`src/rtl/game_sequencer_pkg.sv`:
```
// game_sequencer_pkg: shared game state encoding and defaults.
// No ports; imported by the sequencer.
package game_sequencer_pkg;

  typedef enum logic [1:0] {
    IDLE     = 2'd0,
    PLAYING  = 2'd1,
    DYING    = 2'd2,
    GAMEOVER = 2'd3
  } game_state_t;

  localparam int TICK_DIV_DEFAULT    = 500000;
  localparam int DEATH_TICKS_DEFAULT = 50;
  localparam int SCORE_W             = 11;

endpackage

```
`src/rtl/tick_divider.sv`:
```
// tick_divider: free-running 0..DIV-1 counter with sync clear.
// Ports: clk, reset, clear in; wrap out (high when count==DIV-1).
module tick_divider #(
  parameter int DIV = 4
) (
  input  logic clk,
  input  logic reset,
  input  logic clear,
  output logic wrap
);

  localparam int CW = (DIV > 1) ? $clog2(DIV) : 1;

  logic [CW-1:0] count;

  assign wrap = (count == CW'(DIV - 1));

  always_ff @(posedge clk) begin
    if (reset || clear || wrap)
      count <= '0;
    else
      count <= count + CW'(1);
  end

endmodule

```
`src/rtl/game_sequencer.sv`:
```
// game_sequencer: round FSM, movement tick, flap gating and scoring.
// Ports: clk, reset, flap, collision, pass_event in; state, world_rst,
// tick, flap_pulse, score, best, score_wr out (all registered).
module game_sequencer #(
  parameter int TICK_DIV    = game_sequencer_pkg::TICK_DIV_DEFAULT,
  parameter int DEATH_TICKS = game_sequencer_pkg::DEATH_TICKS_DEFAULT,
  parameter int SCORE_W     = game_sequencer_pkg::SCORE_W
) (
  input  logic               clk,
  input  logic               reset,
  input  logic               flap,
  input  logic               collision,
  input  logic               pass_event,
  output logic [1:0]         state,
  output logic               world_rst,
  output logic               tick,
  output logic               flap_pulse,
  output logic [SCORE_W-1:0] score,
  output logic [SCORE_W-1:0] best,
  output logic               score_wr
);

  import game_sequencer_pkg::*;

  localparam int DCW = (DEATH_TICKS > 1) ? $clog2(DEATH_TICKS) : 1;
  localparam logic [SCORE_W-1:0] SCORE_MAX = '1;

  game_state_t        state_q, state_n;
  logic               flap_q, flap_edge;
  logic               wrap, div_clear, death_last;
  logic [DCW-1:0]     death_cnt, death_n;
  logic [SCORE_W-1:0] score_n;
  logic               tick_n, pulse_n, wr_n;

  assign flap_edge  = flap & ~flap_q;
  assign death_last = (death_cnt == DCW'(DEATH_TICKS - 1));

  // Divider restarts on round start and on DYING entry, so the death
  // sequence always lasts a whole number of tick periods.
  assign div_clear = (state_q == IDLE) || (state_q == GAMEOVER) ||
                     ((state_q == PLAYING) && collision);

  tick_divider #(
    .DIV (TICK_DIV)
  ) u_div (
    .clk   (clk),
    .reset (reset),
    .clear (div_clear),
    .wrap  (wrap)
  );

  always_comb begin
    state_n = state_q;
    score_n = score;
    death_n = death_cnt;
    tick_n  = 1'b0;
    pulse_n = 1'b0;
    wr_n    = 1'b0;
    unique case (state_q)
      IDLE: begin
        if (flap_edge) begin
          state_n = PLAYING;
          score_n = '0;
          pulse_n = 1'b1;
        end
      end
      PLAYING: begin
        if (collision) begin
          state_n = DYING;
          death_n = '0;
        end else begin
          tick_n  = wrap;
          pulse_n = flap_edge;
          if (pass_event && score != SCORE_MAX)
            score_n = score + SCORE_W'(1);
        end
      end
      DYING: begin
        if (wrap) begin
          if (death_last) begin
            state_n = GAMEOVER;
            wr_n    = 1'b1;
          end else begin
            death_n = death_cnt + DCW'(1);
          end
        end
      end
      GAMEOVER: begin
        if (flap_edge)
          state_n = IDLE;
      end
      default: state_n = IDLE;
    endcase
  end

  always_ff @(posedge clk) begin
    if (reset) begin
      state_q    <= IDLE;
      flap_q     <= 1'b0;
      death_cnt  <= '0;
      score      <= '0;
      best       <= '0;
      tick       <= 1'b0;
      flap_pulse <= 1'b0;
      score_wr   <= 1'b0;
      world_rst  <= 1'b1;
    end else begin
      state_q    <= state_n;
      flap_q     <= flap;
      death_cnt  <= death_n;
      score      <= score_n;
      tick       <= tick_n;
      flap_pulse <= pulse_n;
      score_wr   <= wr_n;
      world_rst  <= (state_n == IDLE);
      // best follows score_wr by one cycle
      if (score_wr && score > best)
        best <= score;
    end
  end

  assign state = state_q;

endmodule

```
`config.mk`:
```
export PLATFORM = sky130hd
export DESIGN_NAME = game_sequencer
export DESIGN_NICKNAME = d
export VERILOG_FILES = /design/src/rtl/game_sequencer_pkg.sv /design/src/rtl/tick_divider.sv /design/src/rtl/game_sequencer.sv
export SDC_FILE = /design/constraint.sdc
export NUM_CORES = 1
export LEC_CHECK = 0
export CAP_MARGIN = 25
export CORE_MARGIN = 2
export CORE_UTILIZATION = 56
export CTS_CLUSTER_SIZE = 16
export DETAILED_ROUTE_END_ITERATION = 12
export PLACE_DENSITY = 0.86
export SLEW_MARGIN = 20
export SYNTH_ARGS = -nofsm -noshare
export SYNTH_HDL_FRONTEND = slang
export SYNTH_SLANG_ARGS = --single-unit
```
`constraint.sdc`:
```
create_clock -name clk -period 2.1 [get_ports clk]
set_input_delay 0.63 -clock clk [delete_from_list [all_inputs] [get_ports clk]]
set_output_delay 0.63 -clock clk [all_outputs]
set_load 0.1 [all_outputs]
```
==> reports/summary.md <==
• 1 — cell count of the worst hold path
• 0 — post-cts hold buffer count
• 0 — Final ANT Viol Nets
• 1599 sq um — combined area of the multi-input logic cells
• 95.22% — final cycle utilization of the critical path
• 2 — CTS max path bufs
• register to register — hold crit path type
• 2456 — vias in the first global route
• 6269 um — Total Routed Length
• 32 — count of buffers from port buffering
• 18 — pin count of the biggest net entering global routing
• 0 — Antenna Cells
• 1.911 mW — PnR Total Power
• 58.66% — initial cell density of the core
• 74.57 um — Die Span Y
• 34.90% — area added between synthesis and finish
• no — unrepaired setup endpoints after global routing
• 12.74 ps — Post-Route Skew
• 0 — number of enable flip-flop cells after synthesis
• 0 ps — final sum of negative setup slack
• done — CTS tree
• 54 — synthesized flop and latch total
• 0.5031 mV — largest voltage drop on the vdd net
• register — nature of the critical path endpoint
• 398 — final net count
• 5 — Inserted Clock Buffers
• 24.00% — ratio of cells with drive above 1 in the final layout
• nor2_1 — commonest non-fill, non-tap cell in the layout
• 0 — MaxCap Viol Count
• dfxtp_1 (39%), ha_1 (8.5%), nand2b_1 (5.8%) — Synth area leaders
• clkdlybuf4s50_1 — slowest stage cell, crit path
• 44.94% — GRT met2 Usage
• 2 — CTS H-Tree Depth
• score[8]$_SDFFE_PP0P_ — endpoint of the most critical setup path
• 2240 ps — arrival time of data at the critical path endpoint
• 442 — fin cells
• 301 — count of fill cells added during filler insertion
• 0 — Final Max Tran Viols
• met2 — global-route layer with the greatest usage
• world_rst$_SDFF_PP1_ — Reg-to-Reg End
• 74.57 um — DIE WIDTH
• 508.0 nW/um^2 — Pwr per Cell Area
• dfxtp_1 — most common flop cell mapped by yosys
• 4755 sq um — core footprint
• dfxtp_1 — library cell occupying the most area in the post-synthesis netlist
• 5561 sq um — Die Area
• 322 — cell count after synthesis
• 38.76% — sequential fraction of the synthesis area
• 1.352 nW — Leak
• input pin to register — class of the most critical setup path
• 64.10% — relative slew slack
• u_div.count[0]$_SDFF_PP0_ — beginning of the worst register-to-register path
• 463.9 ps — final hold slack
• 5.514 — average via count per standard cell
• flap — Setup crit start
• 2789 sq um — cell area after synthesis
• clkbuf_8 — cell at the root of the clock tree
• 25 — number of rows created at floorplan
• 2000 ps — shortest period the worst path allows
• 4.743% — global routing met3 resource utilization
• input pin — Worst Setup Start Kind
• 26.24% — Global Route met1 Usage
• 38.76% — portion of synthesized cell area occupied by the leading cell type
• 24.16% — GR Util All Layers
• 2437 — total via count after detailed routing
• 107 — DRC violation total after the first TritonRoute iteration
• 4 — Initial DRT Pass Iterations
• 3669 sq um — Cell Area, Placed
• 100 ps — clock edge transition at the registers on the reported setup and hold paths
• 42 — distinct cell type count after synthesis
• 2340 ps — critical path required time
• 54 — # clock sinks
• 3762 sq um — post-layout instance area
• 0 — total count of hold-check failures in the final report
• 33 — I/O pin count
• nor2_1 (36), dfxtp_1 (30), buf_12 (27), nand2b_1 (26), buf_4 (23) — commonest non-fill, non-tap cells in the layout
• 0 — grt total ovfl
• 0.8046 — last weighted congestion value of the routability-driven placer
• 434 — placed insts
• 14.18 um — mean routed wirelength per cell
• 0% — Async SR Flop Fraction
• 8.661 sq um — average instance area after synthesis
• 5 — maximum fanout along the worst path
• 10360 um — first-pass GRT wire length
• 6 — Reg2Reg Depth
• 0 — initial antenna violation count
• 0 — final setup fails
• clkdlybuf4s50_1, nand2b_1, a22oi_2, nand4_1, or3_1, a21oi_1 — cells along the critical path
• 346 — Post-Syn Nets
• 0 — number of buffers inserted by post-CTS setup repair
• 500.1 MHz — fmax
• complete, no violations — run status
• 1161 sq um — register area
• 110 ps — worst reg2reg setup slack
• 310 ps — clock latency of the later-clocked register in the worst-skew pair
• 4852 um — half-perimeter wire length after detailed placement
• 0 — Yosys warning total
• 534.4 ps — worst slew pin tran
• 490 ps — delay of the slowest cell on the worst path
• 0 — DRC Markers
==> Yosys cell counts, types with 7 or more instances <==
cell type	count
nand2_1	13
nand3_1	17
inv_1	22
xor2_1	12
o21ai_0	9
nand2b_1	26
dfxtp_1	54
and4_1	8
xnor2_1	8
or3_1	7
mux2i_1	12
nand4_1	10
nor2_1	36
a21oi_1	14
ha_1	19
==> flip-flops by register name, indices dropped and copies added, names as in the netlist <==
name         cells
flap_pulse       1
world_rst        1
score_wr         1
tick             1
best            11
u_div.count     19
death_cnt        6
score           11
state            2
flap_q           1
==> metal layers <==
| metal | wire (um) | share of wire, % | vias to the layer above |
|---|---|---|---|
| met1 | 2629 | 42 | 1144 |
| met2 | 3299 | 53 | 53 |
| met5 | 0 | 0 | - |
| met3 | 183 | 2.9 | 15 |
| li1 | - | - | 1225 |
| met4 | 157 | 2.5 | 0 |
==> how the worst min path moves through the flow <==
stage	slack, ps	end	start
floorplan	430	u_div.count[0]$_SDFF_PP0_	u_div.count[0]$_SDFF_PP0_
global placement	440	u_div.count[0]$_SDFF_PP0_	u_div.count[0]$_SDFF_PP0_
detailed placement	450	u_div.count[0]$_SDFF_PP0_	u_div.count[0]$_SDFF_PP0_
CTS	470	u_div.count[0]$_SDFF_PP0_	u_div.count[0]$_SDFF_PP0_
global route	480	u_div.count[0]$_SDFF_PP0_	u_div.count[0]$_SDFF_PP0_
finish	460	u_div.count[0]$_SDFF_PP0_	u_div.count[0]$_SDFF_PP0_
==> through the flow <==
| stage | util [%] | setup WS, ps |
|---|---|---|
| 2_1_floorplan | - | 2.848 |
| 3_3_place_gp | 77.16 | -147.0 |
| 3_5_place_dp | 77.16 | -251.0 |
| 4_1_cts | 78.92 | 10.72 |
| 5_1_grt | 79.13 | 3.910 |
| 6_report | 79.13 | 100.3 |
==> layout make-up <==
class                   count  area share (%)
multi-input cells         237           42.50
repair buffers             54           20.02
flip-flops and latches     54           30.86
inverters                  22           2.195
well taps                  67           2.228
clock buffers               6           1.929
clock inverters             2          0.2660
==> power breakdown <==
group / leakage, nW / switching [mW] / total [mW] / internal [mW]
Combinational: 0.853 / 0.181 / 0.308 / 0.127
Sequential: 0.454 / 0.0205 / 1.04 / 1.02
Clock: 0.0450 / 0.333 / 0.566 / 0.232
==> repair_timing <==
item	in CTS	in global routing
pin swaps	0	2
cloned	0	0
setup endpoints to repair	2	12
resized for setup	1	2
==> logic make-up after synthesis <==
kind of cell               synth area share [%]
and+or+nand+nor                           28.49
DFF                                       38.76
AOI/OAI and AO/OA                         9.332
buffers and inverters                     4.307
xor gates and xnor gates                  6.281
adders and majority gates                 8.524
muxes                                     4.307
==> critical path: cells and delay by family <==
family / cells / cell delay (ps)
simple gates: 3 / 720
compound gates: 2 / 400
buf+inv: 1 / 490
Note: power is estimated with default switching activity, not from simulation.
==> RTL edit, RTL diff (same settings) <==
Make the reset (`reset`) asynchronous in one clocked block.
--- a/src/rtl/game_sequencer.sv
+++ b/src/rtl/game_sequencer.sv
@@ -93,7 +93,7 @@
     endcase
   end
 
-  always_ff @(posedge clk) begin
+  always_ff @(posedge clk or posedge reset) begin
     if (reset) begin
       state_q    <= IDLE;
       flap_q     <= 1'b0;
Check against the original RTL: differs if reset is asserted again (counterexample within 4 cycles, from zero or initial values and one cycle with reset high); with reset held inactive, the same outputs for 10 cycles.
==> RTL edit against the unedited design <==
  * The flow now finishes with violations (negative setup slack)
  * Sequential cell count is the same
  * Cell count grew 0.68%
  * Wire length grew 48%
  * Worst setup slack lost 210 ps
  * Synthesized area grew 1.5%
  * Cell area grew 12%
  * Critical endpoint is now score[4]$_DFFE_PP0P_
  * Largest cell class unchanged
Power is not compared: it rests on default switching activity, and its combinational part moved more than twofold at a synthesized area within 25%.
==> RTL edit: results (changes against the unedited design) <==
[place]
dp_hpwl_microns=5620  ; +16%
place_area_sq_mm=0.00394  ; +7.3%
dp.cells=432  ; -0.46%
place_ws_ps=-263  ; -11.9 ps

[critical_path]
slowest_delay_ps=550  ; +60 ps
crit_start=state[0]$_DFF_PP0_
regToRegStartpoint=state[0]$_DFF_PP0_
rr_worst_depth=7  ; +1
critical_path.top_delay_family=compound AO/OA/AOI/OAI gates
worstSetupEndpoint=score[4]$_DFFE_PP0P_
critical_path_arrival_ps=2430  ; +190 ps
slowest_stage=dfrtp_4
path_max_fanout=7  ; +2

[synth]
yosys-top-cells-count=nor2_1, dfrtp_1, inv_1
synthMuxAreaShare_pct=4.33  ; +0.026 points
synthTopCellsByArea=dfrtp_1, dfxtp_1, ha_1
synth-xor-area-share_pct=6.81  ; +0.53 points
postSynthAreaPerCell_sq_um=9.56  ; +10%
yosysSeqAreaShare_pct=44.4  ; +5.7 points
synth_compound_area_share_pct=8.89  ; -0.45 points
synth-adder-area-share_pct=8.40  ; -0.12 points
async_flop_share_pct=64.8  ; +65 points
syn-num-nets=320  ; -7.5%

[route]
wl_met3_microns=574  ; +210%
met1_length_microns=3560  ; +35%
wl_met2_microns=4670  ; +41%
dr.pass1.iters=7  ; +3
vias_per_cell=6.37  ; +16%
wl_per_cell_microns=20.9  ; +47%

[global_routing]
grt_first_pass_wirelength_microns=12400  ; +20%
grt_use_met2_pct=51.2  ; +6.2 points
use_met1_pct=35.3  ; +9.0 points
grt_pass1_vias=2655  ; +8.1%
use_met3_pct=5.22  ; +0.48 points
grt_max_degree=36  ; +18

[hold_path]
worstHoldPathCells=2  ; +1

[sta]
clock_skew_ps=8.28  ; -4.46 ps
relSlewSlack_pct=51.8  ; -12 points
fin_tns_setup_ps=-513  ; -513 ps
holdWs_ps=545  ; +80.7 ps
setup_violations=11  ; +11
setup_ws_ps=-114  ; -214 ps

[layout]
drive_above_1_share_pct=37.0  ; +13 points
clkCellAreaFrac_pct=2.37  ; +0.18 points
multi_input_area_sq_mm=0.00163  ; +2.0%
multi_input_area_share_pct=38.7  ; -3.8 points
buffer_area_share_pct=23.4  ; +3.3 points
inv_count=20  ; -9.1%
multi_input_cells=216  ; -8.9%
finish.net_count=401  ; +0.75%
signal_buffers=80  ; +48%

[status]
status=complete, but fails checks
failed_checks=negative setup slack

[cts]
postCtsSetupBuffers=2  ; +2

-- RTL edit: cell count changes in the layout (fill, tap and decap cells not counted), sizes merged, moves of 4 or more --
| cell | unedited run | this run |
|---|---|---|
| and4 | 8 | 4 |
| buf | 50 | 76 |
| dfrtp | 0 | 34 |
| dfxtp | 54 | 19 |
| mux2 | 0 | 10 |
| mux2i | 12 | 1 |
| nand2b | 26 | 2 |
| or4 | 0 | 4 |
-- RTL edit: report_power, final --
part | internal (mW) | switching, mW | leakage (nW)
Clock | 0.273 | 0.383 | 0.0514
Combinational | 0.0227 | 0.0365 | 1.09
Sequential | 1.04 | 0.00750 | 0.584
-- RTL edit: cell families (layout without fill, tap and decap cells) --
logic type | Yosys count | in the layout
simple gates | 123 | 123
buf+inv | 26 | 108
mux | 11 | 11
fa+ha+maj | 19 | 19
compound gates | 41 | 41
xor+xnor | 22 | 22
flops | 54 | 54
